### src/rtl/xor_nn_pkg.sv
// Shared constants for the XOR network: Q8.8 values, training pattern table,
// sequencer state encoding and saturation limits.
package xor_nn_pkg;

  localparam int unsigned PkgDataW = 16;

  localparam logic [PkgDataW-1:0] Q_ONE  = 16'd256;
  localparam logic [PkgDataW-1:0] Q_ZERO = 16'd0;

  // Entries listed from index 3 down to index 0
  localparam logic [3:0][PkgDataW-1:0] PAT_X1  = {Q_ONE,  Q_ONE,  Q_ZERO, Q_ZERO};
  localparam logic [3:0][PkgDataW-1:0] PAT_X2  = {Q_ONE,  Q_ZERO, Q_ONE,  Q_ZERO};
  localparam logic [3:0][PkgDataW-1:0] PAT_TGT = {Q_ZERO, Q_ONE,  Q_ONE,  Q_ZERO};

  localparam logic [PkgDataW-1:0] ERR_MAX = 16'h7FFF;
  localparam logic [PkgDataW+1:0] SUM_MAX = 18'h1FFFF;

  typedef enum logic [2:0] {
    StIdle,
    StIssue,
    StWait,
    StAccum,
    StEpochEnd,
    StDone
  } state_e;

endpackage

### src/rtl/abs_err_sat.sv
// Combinational saturating absolute difference |a - b| of two signed Q8.8 values.
module abs_err_sat
  import xor_nn_pkg::*;
(
  input  logic [PkgDataW-1:0] a_i,
  input  logic [PkgDataW-1:0] b_i,
  output logic [PkgDataW-1:0] err_o
);

  logic signed [PkgDataW:0] diff;
  logic        [PkgDataW:0] mag;

  always_comb begin
    diff  = $signed({a_i[PkgDataW-1], a_i}) - $signed({b_i[PkgDataW-1], b_i});
    mag   = diff[PkgDataW] ? $unsigned(-diff) : $unsigned(diff);
    err_o = (mag > {1'b0, ERR_MAX}) ? ERR_MAX : mag[PkgDataW-1:0];
  end

endmodule

### src/rtl/xor_train_sequencer.sv
// On-chip training driver: issues the four XOR samples per epoch to the core,
// accumulates absolute error and stops on convergence, epoch limit or timeout.
module xor_train_sequencer
  import xor_nn_pkg::*;
#(
  parameter int unsigned        DATA_W         = 16,
  parameter logic [DATA_W-1:0]  ERR_THRESH     = 16'd64,
  parameter int unsigned        TIMEOUT_CYCLES = 4096,
  parameter int unsigned        CNT_W          = 16
) (
  input  logic              clk,
  input  logic              rst,
  input  logic              go,
  input  logic              abort,
  input  logic [CNT_W-1:0]  max_epochs_in,
  output logic              nn_start,
  output logic [DATA_W-1:0] nn_x1,
  output logic [DATA_W-1:0] nn_x2,
  output logic [DATA_W-1:0] nn_target,
  input  logic              nn_sample_done,
  input  logic [DATA_W-1:0] nn_y,
  output logic              busy,
  output logic              done,
  output logic              converged,
  output logic              timeout,
  output logic [CNT_W-1:0]  epoch_count,
  output logic [DATA_W+1:0] last_epoch_err
);

  localparam int unsigned WaitW = $clog2(TIMEOUT_CYCLES + 1);
  localparam logic [DATA_W+2:0] SumMaxExt = (DATA_W + 3)'(SUM_MAX);

  state_e            state_q, state_d;
  logic [1:0]        idx_q, idx_d;
  logic [WaitW-1:0]  wait_q, wait_d;
  logic [DATA_W-1:0] y_q, y_d;
  logic [DATA_W+1:0] sum_q, sum_d;
  logic [CNT_W-1:0]  limit_q, limit_d;
  logic [CNT_W-1:0]  epoch_q, epoch_d;
  logic [DATA_W+1:0] last_err_q, last_err_d;
  logic              start_q, start_d;
  logic [DATA_W-1:0] x1_q, x1_d, x2_q, x2_d, tgt_q, tgt_d;
  logic              busy_q, busy_d, done_q, done_d;
  logic              conv_q, conv_d, tmo_q, tmo_d;

  logic [DATA_W-1:0] err;
  logic [DATA_W+2:0] sum_ext;
  logic [CNT_W-1:0]  epoch_inc;
  logic              issue;
  logic [1:0]        issue_idx;

  abs_err_sat u_abs_err_sat (
    .a_i   (y_q),
    .b_i   (tgt_q),
    .err_o (err)
  );

  always_comb begin
    state_d    = state_q;
    idx_d      = idx_q;
    wait_d     = wait_q;
    y_d        = y_q;
    sum_d      = sum_q;
    limit_d    = limit_q;
    epoch_d    = epoch_q;
    last_err_d = last_err_q;
    start_d    = 1'b0;
    x1_d       = x1_q;
    x2_d       = x2_q;
    tgt_d      = tgt_q;
    busy_d     = busy_q;
    done_d     = done_q;
    conv_d     = conv_q;
    tmo_d      = tmo_q;
    issue      = 1'b0;
    issue_idx  = 2'd0;
    sum_ext    = {1'b0, sum_q} + {3'b000, err};
    epoch_inc  = epoch_q + 1'b1;

    if (abort) begin
      // Counters and sample registers are deliberately left untouched for debug
      state_d = StIdle;
      busy_d  = 1'b0;
      done_d  = 1'b0;
    end else begin
      case (state_q)
        StIdle, StDone: begin
          if (go) begin
            limit_d = (max_epochs_in == '0) ? CNT_W'(1) : max_epochs_in;
            epoch_d = '0;
            sum_d   = '0;
            idx_d   = 2'd0;
            done_d  = 1'b0;
            conv_d  = 1'b0;
            tmo_d   = 1'b0;
            busy_d  = 1'b1;
            issue   = 1'b1;
          end
        end
        StIssue: begin
          wait_d  = '0;
          state_d = StWait;
        end
        StWait: begin
          if (nn_sample_done) begin
            y_d     = nn_y;
            state_d = StAccum;
          end else if (wait_q == WaitW'(TIMEOUT_CYCLES - 1)) begin
            tmo_d   = 1'b1;
            done_d  = 1'b1;
            busy_d  = 1'b0;
            state_d = StDone;
          end else begin
            wait_d = wait_q + 1'b1;
          end
        end
        StAccum: begin
          sum_d = (sum_ext > SumMaxExt) ? SumMaxExt[DATA_W+1:0] : sum_ext[DATA_W+1:0];
          if (idx_q == 2'd3) begin
            state_d = StEpochEnd;
          end else begin
            idx_d     = idx_q + 2'd1;
            issue     = 1'b1;
            issue_idx = idx_q + 2'd1;
          end
        end
        StEpochEnd: begin
          epoch_d    = epoch_inc;
          last_err_d = sum_q;
          if (sum_q <= {2'b00, ERR_THRESH}) begin
            conv_d  = 1'b1;
            done_d  = 1'b1;
            busy_d  = 1'b0;
            state_d = StDone;
          end else if (epoch_inc == limit_q) begin
            done_d  = 1'b1;
            busy_d  = 1'b0;
            state_d = StDone;
          end else begin
            sum_d = '0;
            idx_d = 2'd0;
            issue = 1'b1;
          end
        end
        default: state_d = StIdle;
      endcase

      // Sample registers load on entry to ISSUE so they are valid with nn_start
      if (issue) begin
        state_d = StIssue;
        start_d = 1'b1;
        x1_d    = PAT_X1[issue_idx];
        x2_d    = PAT_X2[issue_idx];
        tgt_d   = PAT_TGT[issue_idx];
      end
    end
  end

  always_ff @(posedge clk) begin
    if (rst) begin
      state_q    <= StIdle;
      idx_q      <= '0;
      wait_q     <= '0;
      y_q        <= '0;
      sum_q      <= '0;
      limit_q    <= '0;
      epoch_q    <= '0;
      last_err_q <= '0;
      start_q    <= 1'b0;
      x1_q       <= '0;
      x2_q       <= '0;
      tgt_q      <= '0;
      busy_q     <= 1'b0;
      done_q     <= 1'b0;
      conv_q     <= 1'b0;
      tmo_q      <= 1'b0;
    end else begin
      state_q    <= state_d;
      idx_q      <= idx_d;
      wait_q     <= wait_d;
      y_q        <= y_d;
      sum_q      <= sum_d;
      limit_q    <= limit_d;
      epoch_q    <= epoch_d;
      last_err_q <= last_err_d;
      start_q    <= start_d;
      x1_q       <= x1_d;
      x2_q       <= x2_d;
      tgt_q      <= tgt_d;
      busy_q     <= busy_d;
      done_q     <= done_d;
      conv_q     <= conv_d;
      tmo_q      <= tmo_d;
    end
  end

  assign nn_start       = start_q;
  assign nn_x1          = x1_q;
  assign nn_x2          = x2_q;
  assign nn_target      = tgt_q;
  assign busy           = busy_q;
  assign done           = done_q;
  assign converged      = conv_q;
  assign timeout        = tmo_q;
  assign epoch_count    = epoch_q;
  assign last_epoch_err = last_err_q;

endmodule

### config.mk
export PLATFORM = sky130hd
export DESIGN_NAME = xor_train_sequencer
export DESIGN_NICKNAME = d
export VERILOG_FILES = /design/src/rtl/xor_nn_pkg.sv /design/src/rtl/abs_err_sat.sv /design/src/rtl/xor_train_sequencer.sv
export SDC_FILE = /design/constraint.sdc
export NUM_CORES = 1
export LEC_CHECK = 0
export CAP_MARGIN = 10
export CORE_ASPECT_RATIO = 0.9
export CORE_UTILIZATION = 53
export CTS_CLUSTER_SIZE = 16
export DETAILED_ROUTE_END_ITERATION = 10
export PLACE_DENSITY = 0.88
export SLEW_MARGIN = 10
export SYNTH_ARGS = -nofsm -noshare
export SYNTH_HDL_FRONTEND = slang
export SYNTH_SLANG_ARGS = --single-unit
### constraint.sdc
create_clock -name clk -period 5.55 [get_ports clk]
set_clock_uncertainty 0.1 [all_clocks]
set_input_delay 1.11 -clock clk [delete_from_list [all_inputs] [get_ports clk]]
set_output_delay 1.11 -clock clk [all_outputs]
set_load 0.05 [all_outputs]
After elaboration in Yosys (flattened, before gate mapping) --
Index checks and enable logic that the tools add are counted.
Word-level totals: output and inout port bits 87, bits of input ports 37, flip-flop bits (word level) 155, word-level logic and storage cells 131
Operators by class: reduce and logical (&&, ||, !) cells 23, eq/ne operators 23, $lt $le $gt $ge 4, muxes and demuxes 56, bitwise operators 2, add/sub/neg operators 6
Operator list (number):
- binary-select mux 16 bit (select 2 bit) | 3
- two-way mux 16 bit | 6
- two-way mux 18 bit | 4
- case mux 18 bit (3 select lines) | 1
- case mux 16 bit (2 select lines) | 1
- two-way mux 13 bit | 2
- case mux 13 bit (2 select lines) | 1
- inequality test 2 bit (second input constant) | 10
- adder 18 x 16 -> 19 bit | 1
- > comparator 19 x 17 -> 1 bit (second input constant) | 1
- <= comparator 18 x 7 -> 1 bit (second input constant) | 1
- two-way mux 1 bit | 18
- > comparator 17 x 15 -> 1 bit (second input constant) | 1
- two-way mux 17 bit | 1
- negator 17 bit | 1
- subtractor 16 x 16 -> 17 bit | 1
- adder 16 x 1 -> 16 bit (second input constant) | 1
- == test 16 bit | 1
- logical NOT 16 bit | 1
- AND reduction 4 bit | 4
- two-way mux 3 bit | 5
- case mux 3 bit (5 select lines) | 1
- AND reduction 5 bit | 3
- two-way mux 2 bit | 7
- other kinds (22) | 38

Depth between registers and ports, before layout --
Gate-level depths: netlist (run 1).
word-level depth 9, depth in mapped cells 21, mapped depth without buffers 20

By module --
From an unflattened synthesis (run 1), not the netlist that was laid out.
Second synthesis, totals: cells, all modules 957, area, all modules 7377.1 um^2
Modules (own cells, without submodules):
- xor_train_sequencer | seq. area each 2202.1 um^2, times used 1, cells each 755, area an instance 6028.3 um^2
- abs_err_sat | seq. area each 0.0 um^2, times used 1, cells each 202, area an instance 1348.8 um^2

Worst setup path before layout (run 1) --
Ideal clock, no wire load.
kind register -> register, start reg tgt_q[8], in the netlist nn_target[8], end reg sum_q[10], stages on the path, launching flop included 19, library setup time 0.069 ns, period minus slack after synthesis 4.831 ns, setup slack 0.719 ns, arrival 4.661 ns, required time 5.381 ns, buffers on the path 1, cell sequence dfxtp_1 -> ha_1 -> ha_1 -> inv_1 -> nor3_1 -> nand2_1 -> o21bai_1 -> a21oi_1 -> or4_1 -> nand3_1 -> ha_1 -> and3_1 -> a31oi_1 -> o21ai_0 -> o31ai_1 -> o31a_1 -> clkbuf_1 -> nor2_1 -> o21ai_1
Between the ends: cells in the longest elaborated chain, start to end 9
RTL lines:
- start: declaration | line xor_train_sequencer.sv:42 | logic [DATA_W-1:0] x1_q, x1_d, x2_q, x2_d, tgt_q, tgt_d;
- start signal: assignment | line xor_train_sequencer.sv:189 | tgt_q <= tgt_d;
- subtractor 16 x 16 -> 17 bit * | line abs_err_sat.sv:14 | diff = $signed({a_i[PkgDataW-1], a_i}) - $signed({b_i[PkgDataW-1], b_i});
- negator 17 bit | line abs_err_sat.sv:15 | mag = diff[PkgDataW] ? $unsigned(-diff) : $unsigned(diff);
- two-way mux 17 bit * | line abs_err_sat.sv:15
- > comparator 17 x 15 -> 1 bit | line abs_err_sat.sv:16 | err_o = (mag > {1'b0, ERR_MAX}) ? ERR_MAX : mag[PkgDataW-1:0];
- two-way mux 16 bit * | line abs_err_sat.sv:16
- adder 18 x 16 -> 19 bit * | line xor_train_sequencer.sv:77 | sum_ext = {1'b0, sum_q} + {3'b000, err};
- > comparator 19 x 17 -> 1 bit | line xor_train_sequencer.sv:118 | sum_d = (sum_ext > SumMaxExt) ? SumMaxExt[DATA_W+1:0] : sum_ext[DATA_W+1:0];
- two-way mux 18 bit * | line xor_train_sequencer.sv:118
- case mux 18 bit (3 select lines) * | line xor_train_sequencer.sv:86 | case (state_q)
- end signal: assignment | line xor_train_sequencer.sv:182 | sum_q <= sum_d;
- end: declaration | line xor_train_sequencer.sv:37 | logic [DATA_W+1:0] sum_q, sum_d;
Every way passes the cells marked *; elsewhere a longest branch is shown, timed or not. A chain may end at the register's enable or synchronous reset.

Final worst setup path (run 1) --
start reg tgt_q[8], in the netlist nn_target[8], end reg sum_q[7]
The elaborated chain is that of the path after synthesis.

==> impl_metrics.yaml, run 1 <==
status:
  status: "finished, final reports clean"
timing:
  fin_setup_tns_ns: 0
  slew_violations: 0
  period_minus_slack_ns: 5.117
  setup_viol: 0
  slew_headroom_pct: 22.77
  setup_slack_ns: 0.4332
  tightestPinTransition_ns: 1.158
  fmax_mhz: 195.4
  report.final.hold_viol_count: 0
  rsz0062_at_grt: "false"
  min_period_over_period_pct: 92.19
  hold_ws_ns: 0.3533
run:
  cap_violations: 0
global_routing:
  grt_overflow: 0
  grt_pass1_vias: 5506
  antenna_found_initial: 0
  grt_pass1_wl_mm: 26.05
  grt_max_degree: 40
  grt_usage_pct: 24.97
placed_design:
  pre_cts_ws_ns: 0.4258
  hpwl_mm: 11.38
  portBuffers: 78
  place_congestion: 0.9581
synth:
  avgSynthCellArea_sq_um: 7.552
  synthMuxAreaShare_pct: 0.4560
  synth_area_sq_um: 6585
  async_reset_ff_share_pct: 0
  post-synth-top-count-cell: "nand2_1"
  synth_top_area_share_pct: 33.44
  synthSimpleGateAreaFrac_pct: 25.57
  yosysSeqAreaShare_pct: 33.44
  ys_types: 55
  synthAdderAreaFrac_pct: 4.674
  yosysTopAreaCell: "dfxtp_1"
  synth-edff-count: 0
  synth_top_family_by_area: "simple AND/OR/NAND/NOR gates"
  ys_dominant_reg_cell: "dfxtp_1"
  synth_compound_area_share_pct: 19.61
  synth-xor-area-share_pct: 7.847
  synthTopCellsByCount: "147 x nand2_1, 110 x dfxtp_1, 91 x nor2_1, 83 x a21oi_1, 47 x buf_4"
  yosys_register_bits: 110
  synth_warnings: 0
  yosys-top-cells-area: "dfxtp_1 33%, nand2_1 8.4%, a21oi_1 6.3%, buf_4 5.4%, xnor2_1 5.3%"
  synthCells: 872
power:
  pwr-share-comb_pct: 11.3
  total_power_mw: 1.664
  seq_power_share_pct: 48.4
  p_per_area_nw_per_um2: 218.9
  clkPwrFrac_pct: 40.3
  vdd_drop_max_v: 0.0001748
  power.switching_mw: 0.4480
  p_sw_share_pct: 26.93
  p_int_mw: 1.216
  p_leak_nw: 2.890
clock_tree:
  cts_root_buf: "clkbuf_16"
  clk_pin_slew_ns: 0.07
  cts_tree: "yes"
  clkLatencyLatePin_ns: 0.36
  clockBufferDepth: 2
  cts_sinks: 110
  cts_buffers: 9
  htreeDepth: 3
worst_setup_path:
  critPathCaptureType: "flop"
  path_cells: "ha_1 -> ha_1 -> inv_1 -> nor3_1 -> nand2_1 -> o21bai_1 -> a21oi_1 -> or4_1 -> nand3_1 -> ha_1 -> and3_1 -> a31oi_1 -> o21ai_0 -> o31ai_1 -> a21oi_1 -> o31a_2 -> a21o_1 -> a32o_1"
  startpoint_type: "flop"
  cp.arrival_ns: 5.27
  cp_max_fo: 16
  cp.required_ns: 5.70
  worst_path_most_repeated_cell: "ha_1"
  cp_slowest_cell: "o31ai_1"
  path_class: "reg2reg"
  critPathMaxStageDelay_ns: 0.57
finish:
  nFillCells: 1116
  drive_above_1_share_pct: 3.747
  syn_to_final_growth_pct: 15.41
  register_area_sq_um: 2202
  multi_input_area_sq_um: 4015
  diodes: 0
  layout.nets: 990
routing:
  wire_per_inst_um: 14.21
  drt-total-wl_mm: 15.55
  ant_nets: 0
  vias: 6205
  vias_per_cell: 5.672
  drc: 0
  drt_iter0_markers: 466
  drt-pass1-iter-count: 5
die:
  die_x_um: 119.5
  dieArea_sq_um: 12880
  pin_count: 124
  core_region_area_sq_um: 12080
  die_h_um: 107.7
  start_util_pct: 54.53
  rows: 38
hold_path:
  hold_path_class: "reg2reg"
placed cells by master (no fill, tap or decap), types with 15 or more instances in the layout:
| cell type | instances |
|---|---|
| nand2_1 | 147 |
| dfxtp_1 | 110 |
| nor2_1 | 91 |
| a21oi_1 | 83 |
| clkdlybuf4s50_1 | 77 |
| conb_1 | 46 |
| o21ai_0 | 41 |
| xnor2_1 | 40 |
| nor3_1 | 24 |
| ha_1 | 23 |
| xor2_1 | 19 |
| nand3_1 | 18 |
| nor4_1 | 16 |
| a22oi_1 | 15 |
area by class of cell:
class                      count  share of cell area [%]
clock buffer                  10                   3.145
clock inverter                 6                  0.9220
inverter                      14                  0.6915
multi-input combinational    710                   52.83
sequential                   110                   28.98
tap                          160                   2.634
timing repair buffer          84                   10.80
flip-flops by register name (all words and copies together) (netlist names), 2 cells and up:
register,flops
sum_q,18
epoch_count,16
state_q,3
y_q,16
limit_q,16
idx_q,2
wait_q,13
last_epoch_err,18
critical path: cells and delay by family, from the launching register on:
family          cells  cell delay [ns]
flops               1             0.36
fa+ha+maj           3             0.77
buf+inv             1             0.08
simple gates        5             1.41
compound gates      9             2.28
cell families after synthesis:
family                   count (synthesis)
multiplexers                             3
flip-flops                             110
other                                    1
XOR/XNOR                                59
buffers and inverters                   97
AND/OR/NAND/NOR                        366
adder cells (fa/ha/maj)                 24
AO/OA/AOI/OAI                          212
metal layers:
metal,global-route usage (%),share of wire [%],vias up
met2,40.38,45,242
li1,-,-,3081
met4,8.482,1.8,0
met1,33.72,46,2859
met3,4.025,6.6,23
met5,0,0,-
power by group through the flow:
stage / sequential [mW] / combinational (mW) / clock, mW
2_1_floorplan: 0.826 / 0.160 / 0
3_3_place_gp: 0.823 / 0.185 / 0
3_5_place_dp: 0.824 / 0.186 / 0
4_1_cts: 0.805 / 0.187 / 0.679
5_1_grt: 0.806 / 0.201 / 0.712
6_report: 0.805 / 0.188 / 0.670
final timing paths:
kind / startpoint / end / slack, ns / cells after the start
min reg2reg: last_epoch_err[11] / last_epoch_err[11] / 0.35 / 2
max reg2reg: nn_target[8] / sum_q[7] / 0.43 / 18
min: last_epoch_err[11] / last_epoch_err[11] / 0.35 / 2
max: nn_target[8] / sum_q[7] / 0.43 / 18
timing repair:
action | 4_1_cts | 5_1_grt
hold buffers | 0 | 0
resized for setup | 0 | 1
buffers inserted | 0 | 0
endpoints found under the setup margin | 0 | 15
metrics by stage:
step                cell area, sq um  util (%)  std cells
floorplan                       6754         -        917
global placement                7289     60.36       1078
detailed placement              7289     60.36       1078
CTS                             7599     62.92       1094
global route                    7600     62.93       1094
finish                          7600     62.93       1094
Note: power is estimated with default switching activity, not from simulation.
==> run 2: changes to the inputs <==
--- a/config.mk
+++ b/config.mk
@@ -10,6 +10,7 @@
 export CORE_UTILIZATION = 53
 export CTS_CLUSTER_SIZE = 16
 export DETAILED_ROUTE_END_ITERATION = 10
+export GPL_ROUTABILITY_DRIVEN = 0
 export PLACE_DENSITY = 0.88
 export SLEW_MARGIN = 10
 export SYNTH_ARGS = -nofsm -noshare
==> run 2 against run 1 <==
Net effect: total power rose by 1.8%; die area did not move; utilization rose by 0.17 points; hold slack barely moved; sequential share of layout area fell by 0.076 points; sequential cell count did not move; final area rose by 0.26%; count of clock-buffer cells in the layout rose by 1; cell count did not move; clock power rose by 4.3%; wire length rose by 2.5%; largest power group unchanged.
==> impl_metrics.yaml, run 2 (synthesized netlist as in run 1, its figures left out) <==
timing:
  fin_setup_tns_ns: 0
  tightestPinTransition_ns: 1.137
  slew_headroom_pct: 24.23
  setup_viol: 0
  report.final.hold_viol_count: 0
  hold_ws_ns: 0.3532
  rsz0062_at_grt: "false"
  fmax_mhz: 196.1
  slew_violations: 0
  period_minus_slack_ns: 5.100
  min_period_over_period_pct: 91.89
clock_tree:
  cts_sinks: 110
  clockBufferDepth: 2
  htreeDepth: 3
  cts_setup_buffers: 0
  clk_pin_slew_ns: 0.07
  cts_tree: "yes"
  clkLatencyLatePin_ns: 0.35
  cts_buffers: 9
  postCtsHoldBufs: 0
  postCtsResizedCells: 0
  cts_root_buf: "clkbuf_16"
routing:
  drc: 0
  met2_length_mm: 7.113
  drt-pass1-iter-count: 5
  drt_iter0_markers: 499
  wirelength_met1_mm: 7.379
  drt-total-wl_mm: 15.94
  vias: 6240
  ant_nets: 0
  top_layer_used: "met4"
  wire_per_inst_um: 14.57
  route.met3.wl_mm: 1.124
  vias_per_cell: 5.704
worst_setup_path:
  critPathCaptureType: "flop"
  cp_max_fo: 16
  path_cells: "ha_1 -> ha_1 -> inv_1 -> nor3_1 -> a31oi_1 -> or3_1 -> a21oi_1 -> or4_1 -> nand3_1 -> ha_1 -> and3_1 -> a31oi_1 -> o21ai_0 -> o31ai_1 -> a21oi_1 -> o31a_1 -> a21o_1 -> a32o_1"
  worst_path_most_repeated_cell: "ha_1"
  startpoint_type: "flop"
  critPathMaxStageDelay_ns: 0.62
  cp_slowest_cell: "o31ai_1"
  cp.required_ns: 5.70
  cp.arrival_ns: 5.25
  path_class: "reg2reg"
global_routing:
  grt_usage_pct: 25.56
  antenna_found_initial: 0
  grt_pass1_vias: 5495
  grt_overflow: 0
  grt_pass1_wl_mm: 26.58
  grt_max_degree: 41
finish:
  drive_above_1_share_pct: 3.640
  multi_input_area_sq_um: 4014
  nFillCells: 1073
  register_area_sq_um: 2202
  diodes: 0
  layout_common_cells: "147 x nand2_1, 110 x dfxtp_1, 91 x nor2_1, 83 x a21oi_1, 77 x clkdlybuf4s50_1"
  syn_to_final_growth_pct: 15.71
  layout.nets: 991
  layout_commonest_cell: "nand2_1"
  final_cell_count_no_fill: 1094
run:
  cap_violations: 0
placed_design:
  hpwl_mm: 11.61
  dpl.cell_count: 1079
  portBuffers: 78
die:
  pin_count: 124
  rows: 38
  core_region_area_sq_um: 12080
  die_h_um: 107.7
  start_util_pct: 54.53
  die_x_um: 119.5
  dieArea_sq_um: 12880
status:
  status: "finished, final reports clean"
power:
  p_leak_nw: 2.904
  vdd_drop_max_v: 0.0001798
  p_per_area_nw_per_um2: 222.3
hold_path:
  hold_path_class: "reg2reg"
## run 2: changes by cell type in the layout (fill, tap and decap cells not counted), sizes merged
cell / before / now
buf: 7 / 8
inv: 15 / 14
clkinv: 4 / 2
bufinv: 1 / 2
clkbuf: 10 / 11
## run 2: report_power, final
| group | leakage (nW) | internal [mW] | switching, mW | total [mW] |
|---|---|---|---|---|
| logic | 1.85 | 0.0527 | 0.136 | 0.189 |
| registers | 0.888 | 0.797 | 0.00834 | 0.806 |
| clock network | 0.161 | 0.416 | 0.283 | 0.699 |
## run 2: final cells by class
| type | instances | share of cell area (%) |
|---|---|---|
| clock buffer | 11 | 3.317 |
| clock inverter | 4 | 0.9195 |
| inverter | 14 | 0.6897 |
| multi-input combinational | 710 | 52.68 |
| sequential | 110 | 28.90 |
| tap | 160 | 2.627 |
| timing repair buffer | 85 | 10.87 |
## run 2: metal layers
layer  track usage (%)  vias up
met3             4.449       30
met2             39.72      269
li1                  -     3068
met5                 0        -
met1             35.13     2873
met4             10.00        0
## run 2: path summary, 6_finish.rpt
| path | from | end | slack (ns) | cells past startpoint |
|---|---|---|---|---|
| worst max-delay path | nn_target[8] | sum_q[7] | 0.45 | 18 |
| worst min-delay path | last_epoch_err[11] | last_epoch_err[11] | 0.35 | 2 |
| worst max register to register | nn_target[8] | sum_q[7] | 0.45 | 18 |
| worst min register to register | last_epoch_err[11] | last_epoch_err[11] | 0.35 | 2 |
## run 2: worst max-delay path: cells and delay by family (launching register included)
kind / cells / cell delay (ns)
buffers and inverters: 1 / 0.08
and+or+nand+nor: 5 / 1.27
DFF: 1 / 0.37
adders and majority gates: 3 / 0.82
AOI/OAI and AO/OA: 9 / 2.36
## run 2: stage by stage
step                setup WS (ns)  instance area [sq um]  power, mW  util [%]
detailed placement         0.6324                   7297      1.010     60.42
floorplan                  0.7195                   6754     0.9865         -
CTS                        0.5764                   7620      1.702     63.10
finish                     0.4500                   7620      1.694     63.10
global placement           0.8755                   7297      1.008     60.42
global route              0.01829                   7620      1.751     63.10
==> run 3: changes to the inputs <==
--- a/config.mk
+++ b/config.mk
@@ -5,7 +5,6 @@
 export SDC_FILE = /design/constraint.sdc
 export NUM_CORES = 1
 export LEC_CHECK = 0
-export CAP_MARGIN = 10
 export CORE_ASPECT_RATIO = 0.9
 export CORE_UTILIZATION = 53
 export CTS_CLUSTER_SIZE = 16
==> results of run 3 <==
No change in the layout: final DEF, timing and power equal those of run 2.
